`src/rtl/memory_checker_pkg.sv`:
```
// Shared types for the memory checker stages.
package memory_checker_pkg;

    typedef enum logic {
        OP_READ  = 1'b0,
        OP_WRITE = 1'b1
    } op_t;

    typedef enum logic [1:0] {
        IDLE      = 2'd0,
        WRITE     = 2'd1,
        READ_WAIT = 2'd2,
        READ      = 2'd3
    } drv_state_t;

    // 32-bit write pattern for a beat: seed plus beat index.
    function automatic logic [31:0] pattern_word(input logic [31:0] seed, input logic [31:0] beat);
        return seed + beat;
    endfunction

endpackage

```
`src/rtl/rd_pending_tracker.sv`:
```
// Counts read words requested but not yet returned; flags overflow risk and underflow.
module rd_pending_tracker #(
    parameter int MAX_PENDING = 2048,
    parameter int ADD_W       = 11
) (
    input  logic             clk,
    input  logic             rst,
    input  logic [ADD_W-1:0] add,
    input  logic             add_en,
    input  logic             dec_en,
    output logic [$clog2(MAX_PENDING):0] count_next,
    output logic             would_overflow,
    output logic             underflow
);
    localparam int CNT_W = $clog2(MAX_PENDING) + 1;
    localparam int SW    = ((CNT_W > ADD_W) ? CNT_W : ADD_W) + 1;

    logic [CNT_W-1:0] count;
    logic [SW-1:0]    sum;

    assign sum            = SW'(count) + SW'(add);
    assign would_overflow = sum > SW'(MAX_PENDING);

    always_comb begin
        count_next = count;
        underflow  = 1'b0;
        if (add_en) begin
            // a word returning in the same cycle is netted against the new burst
            count_next = CNT_W'(sum - SW'(dec_en));
        end else if (dec_en) begin
            if (count == '0) underflow = 1'b1;
            else             count_next = count - CNT_W'(1);
        end
    end

    always_ff @(posedge clk or posedge rst) begin
        if (rst) count <= '0;
        else     count <= count_next;
    end

endmodule

```
`src/rtl/amm_traffic_driver.sv`:
```
// Avalon-MM master driving one read or write burst per command.
// state     | meaning
// IDLE      | waiting for a command (cmd_ready_o high)
// WRITE     | issuing write beats, one per accepted cycle
// READ_WAIT | holding a read until pending words leave room
// READ      | read request on the bus until accepted
module amm_traffic_driver
    import memory_checker_pkg::*;
#(
    parameter int AMM_DATA_W        = 128,
    parameter int AMM_ADDR_W        = 12,
    parameter int AMM_BURST_W       = 11,
    parameter int BYTE_PER_WORD     = AMM_DATA_W / 8,
    parameter int MAX_PENDING_WORDS = 2048
) (
    input  logic                     clk_i,
    input  logic                     rst_i,
    input  logic                     cmd_valid_i,
    output logic                     cmd_ready_o,
    input  logic                     cmd_op_i,
    input  logic [AMM_ADDR_W-1:0]    cmd_addr_i,
    input  logic [AMM_BURST_W-1:0]   cmd_burstcount_i,
    input  logic [BYTE_PER_WORD-1:0] cmd_byteenable_i,
    input  logic [31:0]              cmd_seed_i,
    output logic                     done_o,
    output logic                     busy_o,
    output logic                     error_o,
    output logic [AMM_ADDR_W-1:0]    address_o,
    output logic [AMM_BURST_W-1:0]   burstcount_o,
    output logic [BYTE_PER_WORD-1:0] byteenable_o,
    output logic [AMM_DATA_W-1:0]    writedata_o,
    output logic                     write_o,
    output logic                     read_o,
    input  logic                     waitrequest_i,
    input  logic                     readdatavalid_i
);
    localparam int REPS = AMM_DATA_W / 32;

    drv_state_t                    state;
    logic [AMM_BURST_W-1:0]        beat;
    logic [AMM_BURST_W-1:0]        beat_inc;
    logic [31:0]                   seed;
    logic [$clog2(MAX_PENDING_WORDS):0] pend_next;
    logic                          would_overflow;
    logic                          underflow;
    logic                          read_accept;

    assign beat_inc    = beat + AMM_BURST_W'(1);
    assign read_accept = read_o && !waitrequest_i;

    rd_pending_tracker #(
        .MAX_PENDING (MAX_PENDING_WORDS),
        .ADD_W       (AMM_BURST_W)
    ) u_pending (
        .clk            (clk_i),
        .rst            (rst_i),
        .add            (burstcount_o),
        .add_en         (read_accept),
        .dec_en         (readdatavalid_i),
        .count_next     (pend_next),
        .would_overflow (would_overflow),
        .underflow      (underflow)
    );

    always_ff @(posedge clk_i or posedge rst_i) begin
        if (rst_i) begin
            state        <= IDLE;
            beat         <= '0;
            seed         <= '0;
            cmd_ready_o  <= 1'b1;
            done_o       <= 1'b0;
            busy_o       <= 1'b0;
            error_o      <= 1'b0;
            address_o    <= '0;
            burstcount_o <= '0;
            byteenable_o <= '0;
            writedata_o  <= '0;
            write_o      <= 1'b0;
            read_o       <= 1'b0;
        end else begin
            done_o  <= 1'b0;
            busy_o  <= 1'b1;
            error_o <= error_o | underflow;
            unique case (state)
                IDLE: begin
                    busy_o <= pend_next != '0;
                    if (cmd_valid_i) begin
                        if (cmd_burstcount_i == '0) begin
                            error_o <= 1'b1;
                            done_o  <= 1'b1;
                        end else begin
                            address_o    <= cmd_addr_i;
                            burstcount_o <= cmd_burstcount_i;
                            byteenable_o <= cmd_byteenable_i;
                            seed         <= cmd_seed_i;
                            beat         <= '0;
                            cmd_ready_o  <= 1'b0;
                            busy_o       <= 1'b1;
                            if (op_t'(cmd_op_i) == OP_WRITE) begin
                                state       <= WRITE;
                                write_o     <= 1'b1;
                                writedata_o <= {REPS{cmd_seed_i}};
                            end else begin
                                state <= READ_WAIT;
                            end
                        end
                    end
                end
                WRITE: begin
                    if (!waitrequest_i) begin
                        beat <= beat_inc;
                        if (beat_inc == burstcount_o) begin
                            state       <= IDLE;
                            write_o     <= 1'b0;
                            done_o      <= 1'b1;
                            cmd_ready_o <= 1'b1;
                            busy_o      <= pend_next != '0;
                        end else begin
                            writedata_o <= {REPS{pattern_word(seed, 32'(beat_inc))}};
                        end
                    end
                end
                READ_WAIT: begin
                    if (!would_overflow) begin
                        state  <= READ;
                        read_o <= 1'b1;
                    end
                end
                READ: begin
                    if (!waitrequest_i) begin
                        state       <= IDLE;
                        read_o      <= 1'b0;
                        done_o      <= 1'b1;
                        cmd_ready_o <= 1'b1;
                        busy_o      <= pend_next != '0;
                    end
                end
                default: state <= IDLE;
            endcase
        end
    end

endmodule
```
`config.mk`:
```
export PLATFORM = sky130hd
export DESIGN_NAME = amm_traffic_driver
export DESIGN_NICKNAME = d
export VERILOG_FILES = /design/src/rtl/memory_checker_pkg.sv /design/src/rtl/rd_pending_tracker.sv /design/src/rtl/amm_traffic_driver.sv
export SDC_FILE = /design/constraint.sdc
export NUM_CORES = 1
export LEC_CHECK = 0
export BUFFER_PORTS_ARGS = -buffer_cell sky130_fd_sc_hd__buf_4
export CAP_MARGIN = 20
export CORE_ASPECT_RATIO = 0.7
export CORE_UTILIZATION = 41
export CTS_CLUSTER_SIZE = 28
export DETAILED_ROUTE_END_ITERATION = 6
export GPL_TIMING_DRIVEN = 0
export MAX_ROUTING_LAYER = met4
export PLACE_DENSITY = 0.7
export REMOVE_ABC_BUFFERS = 1
export SYNTH_ARGS = -nofsm -noshare
export SYNTH_HDL_FRONTEND = slang
export SYNTH_SLANG_ARGS = --single-unit
```
`constraint.sdc`:
```
create_clock -name clk_i -period 4.99 [get_ports clk_i]
set_clock_uncertainty 0.2 [all_clocks]
set_input_delay 0.2495 -clock clk_i [delete_from_list [all_inputs] [get_ports clk_i]]
set_output_delay 0.2495 -clock clk_i [all_outputs]
set_load 0.02 [all_outputs]
```
Word-level counts from Yosys, hierarchy flattened:

Cells that the tools add are included.

* add/subtract/negate cells: 5
* order comparisons: 1
* eq/ne operators: 12
* multiplexer cells: 54
* bitwise operators: 2
* reductions and logical operators: 16

Operator list (count)
* two-way mux 128 bit: 5
* case mux 128 bit (2 select lines): 1
* two-way mux 12 bit: 3
* two-way mux 11 bit: 3
* adder 32 x 11 -> 32 bit: 1
* two-way mux 1 bit: 28
* AND reduction 6 bit: 4
* case mux 11 bit (2 select lines): 1
* != test 2 bit (second input constant): 8
* two-way mux 2 bit: 7
* adder 12 x 11 -> 13 bit: 1
* > comparator 13 x 12 -> 1 bit (second input constant): 1
* zero test 12 bit: 1
* nonzero test 12 bit: 1
* subtractor 12 x 1 -> 12 bit: 1
* subtractor 12 x 1 -> 12 bit (second input constant): 1
* adder 11 x 1 -> 11 bit (second input constant): 1
* == test 11 bit: 1
* zero test 11 bit: 1
* case mux 1 bit (3 select lines): 3
* case mux 2 bit (4 select lines): 1
* AND reduction 3 bit: 2
* == test 2 bit (second input constant): 2
* case mux 1 bit (2 select lines): 2
* 9 further kinds: 10

* bits in registers: 230
* bits of input ports: 77

Logic depth before layout (Yosys ltp):

Gate-level depths: netlist of run 1.

* word-level depth: 8
* gate-level depth with buffers: 14

Hierarchy:

From an unflattened synthesis of run 1, not the netlist that was laid out.

* cells, all modules: 876
* area, all modules: 8932.3 µm²

Modules (own cells, without submodules)
* amm_traffic_driver: instances 1, cells an instance 689, area an instance 7392.1 µm²
* rd_pending_tracker: instances 1, cells an instance 187, area an instance 1540.2 µm²

Worst setup path before layout of run 1:

Ideal clock, no wire load.

* kind: register to register
* from: register burstcount_o[0]
* to: register busy_o
* arrival: 3496 ps
* data required time: 4652 ps
* path slack: 1155 ps
* cell stages (with the launch flop): 11
* buffers on the path: 0
* clock period less this slack: 3835 ps
* cell sequence: dfrtp_1 ha_1 fa_1 a21o_1 a2111oi_1 o221ai_1 xor2_1 mux2i_1 or4_1 or4_1 or4_1

* cells in the longest elaborated chain, start to end: 7

RTL lines
* start, declared: line amm_traffic_driver.sv:29 `output logic [AMM_BURST_W-1:0] burstcount_o,`
* start signal, assigned: line amm_traffic_driver.sv:93 `burstcount_o <= cmd_burstcount_i;`
* adder 12 x 11 -> 13 bit (*): line rd_pending_tracker.sv:21 `assign sum = SW'(count) + SW'(add);`
* subtractor 12 x 1 -> 12 bit (*): line rd_pending_tracker.sv:29 `count_next = CNT_W'(sum - SW'(dec_en));`
* two-way mux 12 bit (*): line rd_pending_tracker.sv:27 `if (add_en) begin`
* via pend_next[6]: line amm_traffic_driver.sv:43 `logic [$clog2(MAX_PENDING_WORDS):0] pend_next;`
* nonzero test 12 bit (*): line amm_traffic_driver.sv:86, amm_traffic_driver.sv:117, amm_traffic_driver.sv:135
* two-way mux 1 bit, on equally long branches: line amm_traffic_driver.sv:112, amm_traffic_driver.sv:88
* two-way mux 1 bit, on equally long branches: line amm_traffic_driver.sv:110, amm_traffic_driver.sv:87
* case mux 1 bit (3 select lines) (*): line amm_traffic_driver.sv:84 `unique case (state)`
* end signal, assigned: line amm_traffic_driver.sv:86 `busy_o <= pend_next != '0;`
* end signal, assigned: line amm_traffic_driver.sv:117 `busy_o <= pend_next != '0;`
* end signal, assigned: line amm_traffic_driver.sv:135 `busy_o <= pend_next != '0;`
* end, declared: line amm_traffic_driver.sv:26 `output logic busy_o,`

Mark *: on every way through the listed nets, which the timed path passes. The rest lies on a longest branch.
A chain may end at the register's enable or synchronous reset.

Worst setup path after layout of run 1:

* from: register beat[0]
* to: register writedata_o[112]

* cells in the longest elaborated chain, start to end: 5

RTL lines
* start, declared: line amm_traffic_driver.sv:40 `logic [AMM_BURST_W-1:0] beat;`
* start signal, assigned: line amm_traffic_driver.sv:111 `beat <= beat_inc;`
* adder 11 x 1 -> 11 bit (*): line amm_traffic_driver.sv:48 `assign beat_inc = beat + AMM_BURST_W'(1);`
* adder 32 x 11 -> 32 bit: line memory_checker_pkg.sv:18 `return seed + beat;`
* two-way mux 128 bit: line amm_traffic_driver.sv:112 `if (beat_inc == burstcount_o) begin`
* two-way mux 128 bit: line amm_traffic_driver.sv:110 `if (!waitrequest_i) begin`
* case mux 128 bit (2 select lines): line amm_traffic_driver.sv:84
* end signal, assigned: line amm_traffic_driver.sv:102 `writedata_o <= {REPS{cmd_seed_i}};`
* end signal, assigned: line amm_traffic_driver.sv:119 `writedata_o <= {REPS{pattern_word(seed, 32'(beat_inc))}};`
* end, declared: line amm_traffic_driver.sv:31 `output logic [AMM_DATA_W-1:0] writedata_o,`

Every way passes the cells marked *; elsewhere a longest branch is shown, timed or not. The select of a mux whose other input is x is not followed.

==> results of run 1 <==
repair_timing:
action / 4_1_cts / 5_1_grt
hold buffers: 75 / 0
setup buffers: 0 / 0
hold endpoints to repair: 165 / 0
final cells by class:
class / count / share of cell area
multi-input cells: 599 / 0.3788
flip-flops and latches: 134 / 0.2880
repair buffers: 338 / 0.2432
clock buffers: 18 / 0.03770
well taps: 276 / 0.02965
clock inverters: 14 / 0.01611
inverters: 19 / 0.006552
metrics by stage:
step             util  instances  hold WS (ns)  setup WS, ns  area [µm²]
4_1_cts        0.5592       1397       0.02905        0.4728       11640
2_1_floorplan       -        752        0.1663        -1.947        7830
5_1_grt        0.5598       1398       0.06357       0.05561       11650
3_3_place_gp   0.4827       1277        0.2671        -6.392       10040
3_5_place_dp   0.4930       1290        0.1856        0.5122       10260
6_report       0.5598       1398       0.04387        0.3987       11650
power by group through the flow:
stage | clock network (mW) | registers [mW] | logic [mW]
finish | 1.36 | 2.20 | 4.91
global route | 1.43 | 2.29 | 5.30
CTS | 1.38 | 2.20 | 4.87
detailed placement | 0 | 2.21 | 4.79
global placement | 0 | 2.18 | 4.71
floorplan | 0 | 2.94 | 2.25
cell families after synthesis:
group	after synthesis
AND/OR/NAND/NOR	251
buffers and inverters	150
multiplexers	90
flip-flops	134
XOR/XNOR	58
adder cells (fa/ha/maj)	29
AO/OA/AOI/OAI	171
cells in the final DEF (no fill, tap or decap), types with 12 or more instances in the layout:
cell type and n:
buf_4 251, dfrtp_1 133, dlygate4sd3_1 75, mux2_2 73
nand2_1 72, nor2_1 57, o21ai_0 46, xnor2_1 32
ha_1 27, xor2_1 23, nand3_1 20, a21oi_1 20
nor3_1 17, inv_1 17, mux2i_1 17, clkbuf_16 17
nand4_1 16, a21o_1 12
worst max path at each step:
| stage | to | slack (ns) | cells after the start | startpoint |
|---|---|---|---|---|
| after floorplan | beat[5]$_DFFE_PP0P_ | -1.95 | 4 | state[0]$_DFFE_PP0P_ |
| after global placement | beat[9]$_DFFE_PP0P_ | -6.39 | 8 | cmd_burstcount_i[2] |
| after detailed placement | writedata_o[112]$_DFFE_PP0P_ | 0.51 | 13 | beat[0]$_DFFE_PP0P_ |
| after CTS | writedata_o[112]$_DFFE_PP0P_ | 0.47 | 13 | beat[0]$_DFFE_PP0P_ |
| after global routing | writedata_o[108]$_DFFE_PP0P_ | 0.06 | 13 | beat[0]$_DFFE_PP0P_ |
| final | writedata_o[112]$_DFFE_PP0P_ | 0.40 | 13 | beat[0]$_DFFE_PP0P_ |
flip-flops by register name (all words and copies together), names as in the netlist, 2 cells and up:
| name | cells |
|---|---|
| address_o | 12 |
| beat | 11 |
| burstcount_o | 11 |
| byteenable_o | 16 |
| seed | 32 |
| state | 2 |
| u_pending.count | 12 |
| writedata_o | 32 |
routing by layer:
metal / share of wire / vias up
met5: 0 / -
met3: 0.048 / 19
met1: 0.49 / 3539
li1: - / 3534
met4: 0.011 / 0
met2: 0.45 / 239
worst min-delay path: stages:
cell     delay [ns]
buf_4          0.12
nand2_1        0.08
nor3_2         0.07
nor2_1         0.10
==> results.yml, run 1 <==
setup_path:
  reg2reg_from: "beat[0]$_DFFE_PP0P_"
  cp_common_cell: "ha_1"
  cp-start-kind: "flop"
  crit_required_ns: 5.10
  cpPeakStageDelay_ns: 0.78
  cp_max_fo: 13
  arrival_ns: 4.70
  worstSetupEndpointType: "flop"
  crit_type: "reg -> reg"
  ff2ff_path_depth: 13
  reg2reg_to: "writedata_o[112]$_DFFE_PP0P_"
  crit_buf_inv: 2
  slowest_stage: "a2111oi_0"
  r2r_setup_slack_ns: 0.40
  crit_chain: "ha_1 -> xnor2_1 -> inv_1 -> ha_1 -> a211oi_1 -> o21ai_0 -> a2111oi_0 -> o21bai_1 -> a21oi_1 -> buf_4 -> or3_1 -> a31oi_1 -> mux2_2"
  critical-path-top-delay-family: "compound AO/OA/AOI/OAI gates"
worst_hold_path:
  hold_class: "in -> reg"
  worstHoldStart: "cmd_valid_i"
  hold_depth: 4
  min_to: "cmd_ready_o$_DFFE_PP1P_"
route:
  drtIter0Drc: 431
  routed_wirelength_mm: 23.16
  drt_first_pass_iters: 5
  postRouteAntennaNets: 0
  drc: 0
  wl_per_cell_um: 16.57
  num_vias: 7331
  vias_per_cell: 5.244
power:
  power.share.clock: 0.160
  p_int_mw: 4.615
  powerDensity_nw_per_um2: 727.5
  switching_share: 0.4554
  p_seq_frac: 0.260
  power_leakage_nw: 5.353
  p_comb_frac: 0.580
  vdd_drop_max_mv: 0.3727
  power_mw: 8.474
  power.net_switching_mw: 3.859
global_routing:
  grt_pass1_vias: 7007
  grt.met2_usage: 0.3371
  top_usage_layer: "met2"
  grtUsageTotal: 0.2253
  met1_usage: 0.3157
  grt_antenna_before_repair: 0
  grt-ovfl-total: 0
  use_met3: 0.03236
  grt_max_degree: 71
  grt_pass1_wl_mm: 37.15
synth:
  synth_top_family_by_area: "simple AND/OR/NAND/NOR gates"
  yosysUniqueCellTypes: 82
  ys_ff_latch: 134
  synth_cells: 883
  yosys.area_share.simple: 0.1486
  ys_top_cells_by_count: "dfrtp_1, buf_4, mux2_2, nand2_1, nor2_1"
  synth_area_um2: 8716
  synthTopCellsByArea: "dfrtp_1, mux2_2, buf_4"
  synth_edf_count: 0
  synth_xor_area_frac: 0.06245
  async_flop_share: 1.000
  synth_ff_type: "dfrtp_1"
  syn_avg_cell_area_um2: 9.871
  synth_warnings: 0
  muxShareOfSynthArea: 0.1138
  synth_fa_ha_area_frac: 0.04335
  synth-compound-area-share: 0.1371
  yosysMostFrequentCell: "dfrtp_1"
  synth_top_area_cell: "dfrtp_1"
  yosysSeqAreaShare: 0.3849
  synth_top_area_share: 0.3819
cts:
  clock_sinks: 134
  cts.repair.resized: 0
  worstSkewPairLatency_ns: 0.43
  clockBufferDepth: 2
  htree_levels: 4
  cts_root_buf: "clkbuf_16"
  cts_made_buffers: 17
  cts_tree: "built"
  clk_pin_slew_ns: 0.06
cells_and_area:
  area_delta_synth_final_pct: 33.65
  fillers: 1832
  antenna-diode-count: 0
  drive_gt1_frac: 0.3503
  seq_area_um2: 3354
  fin_nets: 1215
  multi_input_area_um2: 4413
sta:
  worst_pin_slew_ns: 1.087
  post-route-period-util: 0.9201
  period_minus_slack_ns: 4.591
  finalSetupViolations: 0
  slew_headroom: 0.2725
  maxSlewViolCount: 0
  hold_viol_final: 0
  rsz0062_at_grt: "no"
  tns_ns: 0
  clock.fmax_ghz: 0.2178
job:
  max-cap-violations: 0
floorplanning:
  coreArea_um2: 20810
  start_util: 0.4188
  die_y_um: 124.0
  io_pins: 250
  die_w_um: 176.3
  rows: 44
  die_area_um2: 21850
placement:
  dp_hpwl_mm: 16.68
  portBuffers: 249
  place.gp.congestion: 0.8620
outcome:
  status: "completed"
Note: power is estimated with default switching activity, not from simulation.
==> run 2, diff against run 1 <==
Settings changed: HOLD_SLACK_MARGIN set to 0.05.
Clock period 4.99 ns to 4.86 ns, I/O delays scaled along.
==> results.yml, run 2 (synthesized netlist as in run 1, its figures left out) <==
outcome:
  status: "completed"
route:
  num_vias: 7308
  postRouteAntennaNets: 0
  wl_per_cell_um: 16.57
  drc: 0
  drtIter0Drc: 381
  routed_wirelength_mm: 23.19
  vias_per_cell: 5.220
  drt_first_pass_iters: 4
sta:
  rsz0062_at_grt: "no"
  maxSlewViolCount: 0
  post-route-period-util: 0.9106
  finalSetupViolations: 0
  clock.fmax_ghz: 0.2260
  slew_headroom: 0.2512
  period_minus_slack_ns: 4.425
  worst_pin_slew_ns: 1.118
  tns_ns: 0
  hold_viol_final: 0
cells_and_area:
  final_util: 0.5608
  area_delta_synth_final_pct: 33.89
  antenna-diode-count: 0
  final_cell_mix: "buf_4, dfrtp_1, dlygate4sd3_1"
  largestRegisters: "seed x32, writedata_o x32, byteenable_o x16"
  final_common_cell: "buf_4"
  fin_nets: 1217
  drive_gt1_frac: 0.3496
power:
  p_seq_frac: 0.260
  power_mw: 8.706
  power_leakage_nw: 5.362
  switching_share: 0.4555
  vdd_drop_max_mv: 0.3827
  p_int_mw: 4.740
  power.net_switching_mw: 3.966
  powerDensity_nw_per_um2: 746.0
  power.share.clock: 0.160
  p_comb_frac: 0.580
setup_path:
  cpPeakStageDelay_ns: 0.63
  crit_required_ns: 4.97
  cp_max_fo: 13
  arrival_ns: 4.54
  r2r_setup_slack_ns: 0.43
  slowest_stage: "a2111oi_1"
  reg2reg_to: "writedata_o[112]$_DFFE_PP0P_"
  startpoint: "beat[0]$_DFFE_PP0P_"
  cp_common_cell: "ha_1"
  reg2reg_from: "beat[0]$_DFFE_PP0P_"
  ff2ff_path_depth: 13
  cp-start-kind: "flop"
  crit_chain: "ha_1 -> xnor2_1 -> inv_1 -> ha_1 -> a211oi_1 -> o21ai_0 -> a2111oi_1 -> o21bai_1 -> a21oi_1 -> buf_4 -> or3_1 -> a31oi_1 -> mux2_2"
  crit_type: "reg -> reg"
  worstSetupEndpointType: "flop"
cts:
  clk_pin_slew_ns: 0.07
  clock_sinks: 134
  worstSkewPairLatency_ns: 0.43
  cts_made_buffers: 17
  cts_tree: "built"
  clockBufferDepth: 2
  htree_levels: 4
  cts_root_buf: "clkbuf_16"
placement:
  portBuffers: 249
  dp_hpwl_mm: 16.68
  place.gp.congestion: 0.8620
global_routing:
  grt_pass1_wl_mm: 37.16
  grt_pass1_vias: 7009
  grt-ovfl-total: 0
  grtUsageTotal: 0.2253
  grt_antenna_before_repair: 0
  grt_max_degree: 71
floorplanning:
  coreArea_um2: 20810
  start_util: 0.4188
  rows: 44
  die_w_um: 176.3
  die_y_um: 124.0
  die_area_um2: 21850
  io_pins: 250
job:
  max-cap-violations: 0
worst_hold_path:
  hold_class: "in -> async"
==> run 2: power groups by stage <==
stage	clock (mW)	sequential, mW	combinational (mW)
floorplan	0	3.02	2.31
global placement	0	2.24	4.84
detailed placement	0	2.27	4.91
CTS	1.41	2.26	5.00
global route	1.47	2.35	5.44
finish	1.40	2.26	5.05
==> run 2: worst max path at each step <==
| stage | end | cells past startpoint | slack, ns |
|---|---|---|---|
| 2_1_floorplan | beat[5]$_DFFE_PP0P_ | 4 | -2.08 |
| 3_3_place_gp | beat[9]$_DFFE_PP0P_ | 8 | -6.52 |
| 3_5_place_dp | writedata_o[112]$_DFFE_PP0P_ | 13 | 0.38 |
| 4_1_cts | writedata_o[112]$_DFFE_PP0P_ | 13 | 0.34 |
| 5_1_grt | writedata_o[108]$_DFFE_PP0P_ | 13 | 0.09 |
| 6_report | writedata_o[112]$_DFFE_PP0P_ | 13 | 0.43 |
==> run 2: critical path: cells and delay by family (launching register included) <==
family          cells  cell delay (ns)
compound gates      6             1.91
xor+xnor            1             0.32
fa+ha+maj           2             0.63
buf+inv             2             0.38
flops               1             0.47
mux                 1             0.27
simple gates        1             0.13
==> run 2: area by class of cell <==
cell class / instances / area (µm²)
clock inverter: 14 / 187.7
multi-input combinational: 599 / 4414
inverter: 19 / 76.32
sequential: 134 / 3354
tap: 276 / 345.3
timing repair buffer: 340 / 2853
clock buffer: 18 / 439.2
fill: 1834 / 9140
==> run 2: stage by stage <==
step           cells  hold slack (ns)  setup slack, ns  area, µm²
5_1_grt         1400           0.2925          0.09220      11670
2_1_floorplan    752           0.1598           -2.077       7830
6_report        1400           0.2384           0.4345      11670
4_1_cts         1399           0.2699           0.3428      11660
3_3_place_gp    1277           0.2642           -6.516      10040
3_5_place_dp    1290           0.1791           0.3822      10260
==> run 2: timing repair <==
action	4_1_cts	5_1_grt
hold buffers	77	0
endpoints found under the setup margin	0	3
resized for setup	0	1
setup buffers	0	0
endpoints found under the hold margin	172	0
==> run 2: per-layer routing <==
metal | global-route usage | wire length (µm) | part of all wire
met5 | - | 0 | 0
met1 | 0.3161 | 11640 | 0.50
met4 | 0.06848 | 248 | 0.011
met2 | 0.3371 | 10260 | 0.44
met3 | 0.03205 | 1045 | 0.045
==> run 3, diff against run 2 <==
Settings changed: CELL_PAD_IN_SITES_DETAIL_PLACEMENT set to 1, CELL_PAD_IN_SITES_GLOBAL_PLACEMENT set to 2, CORE_UTILIZATION 41 to 32, PLACE_DENSITY 0.7 to 0.86.
==> results.yml, run 3 (synthesized netlist as in run 1, its figures left out) <==
setup_path:
  crit_type: "reg -> reg"
  slowest_stage: "a2111oi_1"
  crit_required_ns: 4.94
  cp_common_cell: "or4_1"
  cp-start-kind: "flop"
  cp_max_fo: 4
  crit_chain: "ha_1 -> fa_1 -> a21o_1 -> a2111oi_1 -> o221ai_1 -> xor2_1 -> mux2i_1 -> or4_1 -> or4_1 -> or4_1"
  arrival_ns: 4.45
  cpPeakStageDelay_ns: 0.57
  worstSetupEndpointType: "flop"
placement:
  dpl_cell_area_um2: 10340
  portBuffers: 249
  dp_hpwl_mm: 19.32
  dpl.cell_count: 1377
  place_ws_ns: 0.1604
  place.gp.congestion: 0.8172
route:
  drc: 0
  num_vias: 7341
  vias_per_cell: 4.943
  postRouteAntennaNets: 0
  wl_per_cell_um: 18.14
  routed_wirelength_mm: 26.95
  drtIter0Drc: 352
  drt_first_pass_iters: 4
global_routing:
  grt_max_degree: 82
  grt-ovfl-total: 0
  grt_pass1_wl_mm: 42.95
  grt_antenna_before_repair: 0
  grtUsageTotal: 0.2039
  grt_pass1_vias: 7751
cts:
  clock_sinks: 134
  worstSkewPairLatency_ns: 0.43
  clk_pin_slew_ns: 0.07
  htree_levels: 4
  cts_tree: "built"
  clockBufferDepth: 2
  cts_made_buffers: 17
  cts_root_buf: "clkbuf_16"
sta:
  setup_ws_ns: 0.4955
  maxSlewViolCount: 0
  slew_headroom: 0.2230
  post-route-period-util: 0.8980
  finalSetupViolations: 0
  tns_ns: 0
  hold_ws_ns: 0.08853
  period_minus_slack_ns: 4.365
  clock.fmax_ghz: 0.2291
  hold_viol_final: 0
  worst_pin_slew_ns: 1.160
  rsz0062_at_grt: "no"
cells_and_area:
  final_common_cell: "buf_4"
  area_delta_synth_final_pct: 35.01
  final_cell_mix: "buf_4, dfrtp_1, dlygate4sd3_1"
  final_area_um2: 11770
  stdcell_count: 1485
  drive_gt1_frac: 0.3497
  final_util: 0.4405
  fillers: 3019
  antenna-diode-count: 0
  fin_nets: 1214
  largestRegisters: "seed x32, writedata_o x32, byteenable_o x16"
floorplanning:
  start_util: 0.3263
  die_w_um: 199.3
  coreArea_um2: 26710
  rows: 50
  die_area_um2: 27910
  io_pins: 250
  die_y_um: 140.1
power:
  vdd_drop_max_mv: 0.2853
  power_mw: 8.837
  power_leakage_nw: 5.345
  powerDensity_nw_per_um2: 751.0
outcome:
  status: "completed"
job:
  max-cap-violations: 0
worst_hold_path:
  hold_class: "in -> reg"
## run 3: worst max-delay path, delay by kind of cell (launching register included)
family,cells,cell delay [ns]
AOI/OAI and AO/OA,3,1.02
xor gates and xnor gates,1,0.21
adders and majority gates,2,0.76
DFF,1,0.48
muxes,1,0.11
and+or+nand+nor,3,1.43
## run 3: routing by layer
metal | track usage | part of all wire | up-vias
met1 | 0.2759 | 0.48 | 3602
li1 | - | - | 3540
met4 | 0.04291 | 0.011 | 0
met2 | 0.3140 | 0.46 | 176
met5 | - | 0 | -
met3 | 0.04093 | 0.051 | 23
## run 3: where the power goes
part	switching, mW	total [mW]	internal, mW	leakage, nW
combinational	2.81	5.06	2.25	3.41
clock	0.529	1.47	0.938	0.312
sequential	0.672	2.31	1.64	1.62
## run 3: worst paths after layout
check | slack [ns] | end | from | depth (start not counted)
max | 0.50 | busy_o$_DFF_PP0_ | burstcount_o[0]$_DFFE_PP0P_ | 10
min | 0.09 | write_o$_DFFE_PP0P_ | cmd_valid_i | 4
max reg2reg | 0.50 | busy_o$_DFF_PP0_ | burstcount_o[0]$_DFFE_PP0P_ | 10
min reg2reg | 0.29 | error_o$_DFF_PP0_ | error_o$_DFF_PP0_ | 1
max in group asynchronous | 3.35 | writedata_o[103]$_DFFE_PP0P_ | rst_i | 4
min in group asynchronous | 0.34 | address_o[0]$_DFFE_PP0P_ | rst_i | 3
## run 3: layout make-up
cell class	instances	area, µm²	area share
Clock buffer	20	456.7	0.03881
Clock inverter	12	200.2	0.01701
Inverter	19	76.32	0.006486
Multi-Input combinational cell	599	4423	0.3759
Sequential cell	134	3354	0.2851
Tap cell	364	455.4	0.03870
Timing Repair Buffer	337	2801	0.2381
## run 3: timing repair
item                                   4_1_cts  5_1_grt
endpoints found under the hold margin      185        0
buffers inserted                             0        0
gates resized for setup                      0        2
setup endpoints to repair                    0        5
hold buffers                                76        0
